File: config.mk
export PLATFORM = sky130hd
export DESIGN_NAME = spad_fill_ctrl
export DESIGN_NICKNAME = d
export VERILOG_FILES = /design/src/rtl/spad_fill_ctrl.sv
export SDC_FILE = /design/constraint.sdc
export NUM_CORES = 1
export LEC_CHECK = 0
export BUFFER_PORTS_ARGS = -buffer_cell sky130_fd_sc_hd__clkbuf_2
export CORE_MARGIN = 5
export CORE_UTILIZATION = 36
export DETAILED_ROUTE_END_ITERATION = 10
export PLACE_DENSITY = 0.8
export SLEW_MARGIN = 10
export SYNTH_ARGS = -nofsm -noshare
export SYNTH_HDL_FRONTEND = slang
export SYNTH_SLANG_ARGS = --single-unit
File: constraint.sdc
create_clock -name clk -period 1.9 [get_ports clk]
set_input_delay 0.095 -clock clk [delete_from_list [all_inputs] [get_ports clk]]
set_output_delay 0.095 -clock clk [all_outputs]
set_load 0.02 [all_outputs]
File: src/rtl/spad_fill_ctrl.sv
// Producer-side scratchpad controller: writes an incoming element stream into an RF used as a
// circular buffer, serves windowed reads relative to the oldest entry, and releases entries on pop.
module spad_fill_ctrl #(
   parameter int WIDTH      = 4,
   parameter int SIZE       = 4,
   parameter int ADDR_WIDTH = $clog2(SIZE)
) (
   input  logic                  clk,
   input  logic                  rst,
   input  logic                  in_valid,
   input  logic [WIDTH-1:0]      in_data,
   output logic                  in_ready,
   input  logic                  rd_req,
   input  logic [ADDR_WIDTH-1:0] rd_offset,
   input  logic                  pop,
   output logic                  out_valid,
   output logic [WIDTH-1:0]      out_data,
   output logic                  rd_err,
   output logic [ADDR_WIDTH:0]   count,
   output logic                  rf_wen,
   output logic [ADDR_WIDTH-1:0] rf_waddr,
   output logic [WIDTH-1:0]      rf_din,
   output logic                  rf_ren,
   output logic [ADDR_WIDTH-1:0] rf_raddr,
   input  logic [WIDTH-1:0]      rf_dout
);

   localparam logic [ADDR_WIDTH:0]   SIZE_C = (ADDR_WIDTH+1)'(SIZE);
   localparam logic [ADDR_WIDTH-1:0] LAST_C = ADDR_WIDTH'(SIZE - 1);

   logic [ADDR_WIDTH-1:0] wr_ptr_reg, wr_ptr_next;
   logic [ADDR_WIDTH-1:0] head_reg, head_next;
   logic [ADDR_WIDTH:0]   count_reg, count_next;
   logic                  out_valid_reg, out_valid_next;
   logic                  rd_err_reg, rd_err_next;

   logic                  push;
   logic                  pop_eff;
   logic                  rd_ok;
   logic [ADDR_WIDTH:0]   rd_sum;
   logic [ADDR_WIDTH:0]   rd_wrapped;

   always_comb begin
      in_ready = !rst && (count_reg < SIZE_C);
      push     = in_valid && in_ready;
      pop_eff  = pop && (count_reg != '0);
      // Range check uses the pre-edge count, so an entry being written this cycle is not readable.
      rd_ok    = rd_req && ({1'b0, rd_offset} < count_reg);

      // head < SIZE and offset < SIZE, so one conditional subtract is enough for any SIZE.
      rd_sum     = {1'b0, head_reg} + {1'b0, rd_offset};
      rd_wrapped = (rd_sum >= SIZE_C) ? (rd_sum - SIZE_C) : rd_sum;

      rf_wen   = push;
      rf_waddr = wr_ptr_reg;
      rf_din   = in_data;
      rf_ren   = rd_ok;
      rf_raddr = rd_wrapped[ADDR_WIDTH-1:0];

      wr_ptr_next = wr_ptr_reg;
      if (push) begin
         wr_ptr_next = (wr_ptr_reg == LAST_C) ? '0 : wr_ptr_reg + ADDR_WIDTH'(1);
      end

      head_next = head_reg;
      if (pop_eff) begin
         head_next = (head_reg == LAST_C) ? '0 : head_reg + ADDR_WIDTH'(1);
      end

      count_next     = count_reg + (ADDR_WIDTH+1)'(push) - (ADDR_WIDTH+1)'(pop_eff);
      out_valid_next = rd_ok;
      rd_err_next    = rd_req && !rd_ok;
   end

   always_ff @(posedge clk) begin
      if (rst) begin
         wr_ptr_reg    <= '0;
         head_reg      <= '0;
         count_reg     <= '0;
         out_valid_reg <= 1'b0;
         rd_err_reg    <= 1'b0;
      end else begin
         wr_ptr_reg    <= wr_ptr_next;
         head_reg      <= head_next;
         count_reg     <= count_next;
         out_valid_reg <= out_valid_next;
         rd_err_reg    <= rd_err_next;
      end
   end

   assign out_valid = out_valid_reg;
   assign out_data  = rf_dout;
   assign rd_err    = rd_err_reg;
   assign count     = count_reg;

endmodule

==> reports/results.ini, run 1 <==
[routing]
dr.pass1.iters=2
via_per_inst=4.505
routedWlPerCell_um=10.71
ant_nets=0
drc=0
routed_wl_um=975
initialDrtViolationCount=3
vias=410

[floorplan]
core-area_um2=1471
fp-row-count=14
die_w_um=49.06
initial_core_util=0.3733
die-area_um2=2407
io_pins=35
die_h_um=49.06

[worst_setup_path]
crit_required_ns=2.05
cp-startpoint=count[2]
path_class=flop to flop
worstPathArrival_ns=2.06
startpoint_type=flop
r2r-start=count[2]
timing.rr.end=count[2]
critical_path.endpoint=count[2]
end_kind=flop
reg2regPathDepth=10
r2r_slack_ns=-0.01
critPathMaxFanout=4

[sta]
slew_viol_final=0
fin_worst_hold_slack_ns=0.1073
tightestPinTransition_ns=0.2279
skew_ns=0.0008838
final_min_period_over_clock_period=1.005
max_slew_margin=0.8481
rsz0062_at_grt=yes
clock.fmax_mhz=523.5
setup_viol=1
post-route-min-period_ns=1.910
hold_viol=0
worst_slack_ns=-0.01028

[clocking]
cts.clk_slew.worst_paths_ns=0.06
cts-root-buf=clkbuf_4
cts_tree=yes
cts_hold_buf=0
clk_latency_ns=0.25
cts_setup_buffers=0
numCtsBuffers=3
htreeDepth=1
cts_sinks=9
clockBufferDepth=2

[run_status]
status=finished, violations left
violations=negative setup slack

[synthesis]
synth_area_um2=549.3
ys_seq_elements=9
yosys_warnings=0
syn_nets=79
synth_cell_type_count=20
avgSynthCellArea_um2=9.636
yosysSeqAreaShare=0.3280
syn_inst=57

[power_and_ir_drop]
ir_worst_vdd_mv=0.4281
power_per_cell_area_nw_per_um2=1431
p_leak_nw=0.3683

[grt]
grt_pass1_wl_um=1725
grt_util_met3=0.05199
gr-max-usage-layer=met2
overflow=0
grt_start_max_net_pins=9
use_met1=0.1011
met2_usage=0.1395
antenna_found_initial=0
grt_usage=0.09301
grt_pass1_vias=416

[placed_design]
io_buffers=18
dp_hpwl_um=853.4
place.gp.congestion=0.7080

[job]
maxCapViolCount=0

[cells_and_area]
final_layout_size_suffix_gt1_frac=0.4800
largest_reg_flops=3
nets=98
final_core_util=0.4660
antenna_cells=0
area_growth_pct=24.83

[worst_hold_path]
min_path_type=input pin to flop

## cell families after synthesis
group | after synthesis | share of synthesized area
and+or+nand+nor | 14 | 0.1276
AOI/OAI and AO/OA | 5 | 0.09567
DFF | 9 | 0.3280
adders and majority gates | 7 | 0.1731
buffers and inverters | 15 | 0.1572
muxes | 3 | 0.05467
xor gates and xnor gates | 4 | 0.06377
## cell type report
cell class                 count  area (um^2)
fill                         151        785.8
sequential                     9        188.9
multi-input combinational     33        300.3
tap                           16        20.02
inverter                       6        22.52
clock buffer                   4        26.28
timing repair buffer          23        127.6
## metrics by stage
step,cells,power (mW),setup WS [ns],setup TNS (ns),area [um^2]
after floorplan,57,0.7094,-0.09392,-0.09392,575.6
after global placement,87,0.8383,-0.02128,-0.02128,659.4
after detailed placement,87,0.8495,-0.03513,-0.03513,659.4
after CTS,91,1.002,-0.03820,-0.03820,685.7
after global routing,91,1.073,-0.1142,-0.1142,685.7
final,91,0.9814,-0.01028,-0.01028,685.7
## Yosys cell counts, drive strengths merged
library cell	count	area, um^2
nor2b	1	6.260
ha	6	75.07
mux2i	3	30.03
nor2	7	26.28
fa	1	20.02
o21a	1	7.510
and3b	1	8.760
and2b	1	8.760
o31ai	1	21.27
buf	8	60.06
dfxtp	9	180.2
a21oi	2	13.76
clkbuf	1	3.750
or3	1	6.260
inv	6	22.52
o211a	1	10.01
nand2b	1	6.260
xnor2	4	35.03
nand2	2	7.510
## where the power goes
group	switching (mW)	leakage, nW	internal (mW)
Combinational	0.272	0.278	0.259
Clock	0.0647	0.0150	0.0808
Sequential	0.0513	0.0757	0.253
## worst min-delay path by stage
stage	startpoint	end	slack (ns)	cells after the start
floorplan	rd_req	out_valid	0.24	1
global placement	in_data[0]	rf_din[0]	0.19	0
detailed placement	in_data[0]	rf_din[0]	0.19	0
CTS	rd_req	out_valid	0.1	2
global route	rd_req	out_valid	0.1	2
finish	rd_req	out_valid	0.11	2
## critical path: stages, from the launching register on
cell	delay, ns
dfxtp_4	0.37
o31ai_4	0.22
inv_1	0.07
ha_1	0.26
inv_1	0.05
ha_1	0.14
inv_2	0.04
fa_2	0.34
xnor2_2	0.14
xnor2_1	0.13
nor2_1	0.05
## placed cells by master, fill, tap and decap left out, types with 2 or more instances in the layout
| master | instances |
|---|---|
| nor2_1 | 6 |
| clkbuf_2 | 18 |
| dfxtp_4 | 2 |
| dfxtp_1 | 6 |
| xnor2_1 | 3 |
| clkbuf_4 | 3 |
| ha_1 | 6 |
| buf_4 | 5 |
| nand2_1 | 2 |
| inv_1 | 5 |
| mux2i_1 | 3 |
## per-layer routing
metal	routed length [um]	part of all wire
met5	0	0
met2	421	0.43
met3	109	0.11
met1	444	0.46
met4	0	0
## timing repair
action                     in CTS  in global routing
setup endpoints to repair       1                  1
cloned                          0                  0
hold endpoints to repair        0                  0
resized for setup               0                  1
pin swaps                       1                  1
Power figures use the tool's default switching activity.
==> inputs of run 2 (changes only) <==
==> constraint.sdc (replaced) <==
create_clock -name clk -period 1.9 [get_ports clk]
set_input_delay 0.285 -clock clk [delete_from_list [all_inputs] [get_ports clk]]
set_output_delay 0.285 -clock clk [all_outputs]
set_load 0.02 [all_outputs]
==> run 2 against run 1 <==
Effect of this change:
- the run still ends with negative setup slack left
- worst hold slack improved by 0.17 ns
- wire length rose by 5.5%
- power rose by 2.3%
- register-to-register slack barely moved
- die area did not move
- core utilization rose by 0.77 points
- sequential share of layout area fell by 0.80 points
- final area rose by 1.6%
- critical path type unchanged
- critical endpoint unchanged
- highest routed layer is now met4
==> reports/results.ini, run 2 (synthesized netlist as in run 1, its figures left out) <==
[run_status]
status=finished, violations left  ; unchanged
violations=negative setup slack  ; unchanged

[clocking]
cts_sinks=9  ; unchanged
numCtsBuffers=3  ; unchanged
clk_latency_ns=0.26  ; was 0.25 ns
clockBufferDepth=2  ; unchanged
cts.clk_slew.worst_paths_ns=0.06  ; about the same
cts_tree=yes  ; unchanged
cts_hold_buf=0  ; unchanged
htreeDepth=1  ; unchanged
cts-root-buf=clkbuf_4  ; unchanged

[worst_setup_path]
startpoint_type=flop  ; unchanged
critical_path.slowest_cell=fa_2  ; was dfxtp_4
crit_chain=o31ai_4 -> inv_1 -> ha_1 -> inv_1 -> ha_1 -> inv_2 -> fa_2 -> xnor2_2 -> xnor2_1 -> nor2_1  ; unchanged
worstPathArrival_ns=2.06  ; about the same
path_class=flop to flop  ; unchanged
critPathTopFamily=adder cells  ; unchanged
critPathMaxFanout=2  ; was 4
end_kind=flop  ; unchanged
crit_required_ns=2.06  ; was 2.05 ns
cpPeakStageDelay_ns=0.34  ; was 0.37 ns
crit_buf_inv=3  ; unchanged

[sta]
setup_tns_ns=-0.006948  ; was -0.01028 ns
hold_viol=0  ; unchanged
setup_viol=1  ; unchanged
post-route-min-period_ns=1.907  ; was 1.910 ns
rsz0062_at_grt=yes  ; unchanged
slew_viol_final=0  ; unchanged
final_min_period_over_clock_period=1.004  ; was 1.005
max_slew_margin=0.8741  ; was 0.8481
worst_slack_ns=-0.006948  ; was -0.01028 ns
clock.fmax_mhz=524.4  ; was 523.5 MHz
skew_ns=0.001117  ; was 0.0008838 ns
tightestPinTransition_ns=0.1889  ; was 0.2279 ns

[floorplan]
io_pins=35  ; unchanged
initial_core_util=0.3733  ; unchanged
die_h_um=49.06  ; unchanged
die-area_um2=2407  ; unchanged
die_w_um=49.06  ; unchanged
fp-row-count=14  ; unchanged
core-area_um2=1471  ; unchanged

[grt]
grt_pass1_wl_um=1807  ; was 1725 um
grt_pass1_vias=432  ; was 416
grt_start_max_net_pins=9  ; unchanged
grt_usage=0.09863  ; was 0.09301
antenna_found_initial=0  ; unchanged
overflow=0  ; unchanged

[routing]
routedWlPerCell_um=11.18  ; was 10.71 um
vias=418  ; was 410
ant_nets=0  ; unchanged
drc=0  ; unchanged
routed_wl_um=1029  ; was 975 um
via_per_inst=4.543  ; was 4.505
dr.pass1.iters=3  ; was 2
initialDrtViolationCount=6  ; was 3

[power_and_ir_drop]
p_leak_nw=0.3735  ; was 0.3683 nW
ir_worst_vdd_mv=0.4487  ; was 0.4281 mV
power_per_cell_area_nw_per_um2=1440  ; was 1431 nW/um^2

[cells_and_area]
final_cells=92  ; was 91
final_layout_size_suffix_gt1_frac=0.5000  ; was 0.4800
nets=99  ; was 98
largest_reg_flops=3  ; unchanged
final_core_util=0.4736  ; was 0.4660
antenna_cells=0  ; unchanged
area_growth_pct=26.88  ; was 24.83%
final_common_cell=clkbuf_2  ; unchanged
fin_area_um2=696.9  ; was 685.7 um^2
layout_common_cells=17 x clkbuf_2, 7 x buf_4, 6 x nor2_1, 6 x ha_1, 6 x dfxtp_1  ; was 18 x clkbuf_2, 6 x nor2_1, 6 x ha_1, 6 x dfxtp_1

[placed_design]
dp_worst_setup_slack_ns=-0.04441  ; was -0.03513 ns
place.gp.congestion=0.7190  ; was 0.7080
io_buffers=18  ; unchanged
placed_cell_area_um2=664.4  ; was 659.4 um^2
dp.cells=88  ; was 87
dp_hpwl_um=911  ; was 853.4 um

[job]
maxCapViolCount=0  ; unchanged

[worst_hold_path]
min_path_type=input pin to flop  ; unchanged

-- run 2: cell count changes in the layout (fill, tap and decap cells not counted), sizes merged --
cell	before	now
buf	5	7
clkbuf	22	21
-- run 2: area by class of cell --
| class | count | area [um^2] |
|---|---|---|
| Clock buffer | 4 | 26.28 |
| Fill cell | 150 | 774.5 |
| Inverter | 6 | 22.52 |
| Multi-Input combinational cell | 33 | 304.0 |
| Sequential cell | 9 | 186.4 |
| Tap cell | 16 | 20.02 |
| Timing Repair Buffer | 24 | 137.6 |
-- run 2: per-layer routing --
layer,track usage,part of all wire
met4,0.09865,0.040
met3,0.04893,0.14
met2,0.1373,0.44
met5,0,0
met1,0.1029,0.38
-- run 2: path summary, 6_finish.rpt --
| check | from | to | cells past startpoint | slack (ns) |
|---|---|---|---|---|
| worst max register to register | count[0] | count[2] | 10 | -0.007 |
| worst min-delay path | rd_req | out_valid | 2 | 0.28 |
| worst max-delay path | count[0] | count[2] | 10 | -0.007 |
| worst min register to register | head_reg[0] | head_reg[0] | 2 | 0.50 |
-- run 2: per-stage QoR --
step                power (mW)  hold WS (ns)
finish                   1.004        0.2804
global route             1.095        0.2788
CTS                      1.015        0.2671
detailed placement      0.8603        0.4976
global placement        0.8420        0.4933
floorplan               0.7068        0.4331
-- run 2: where the power goes --
group | internal, mW | switching [mW]
combinational | 0.274 | 0.281
clock | 0.0809 | 0.0662
sequential | 0.250 | 0.0520
-- run 2: repair_timing --
item                                    in CTS  in global routing
buffers inserted                             0                  0
pin swaps                                    1                  3
resized for setup                            0                  4
endpoints found under the setup margin       1                  2
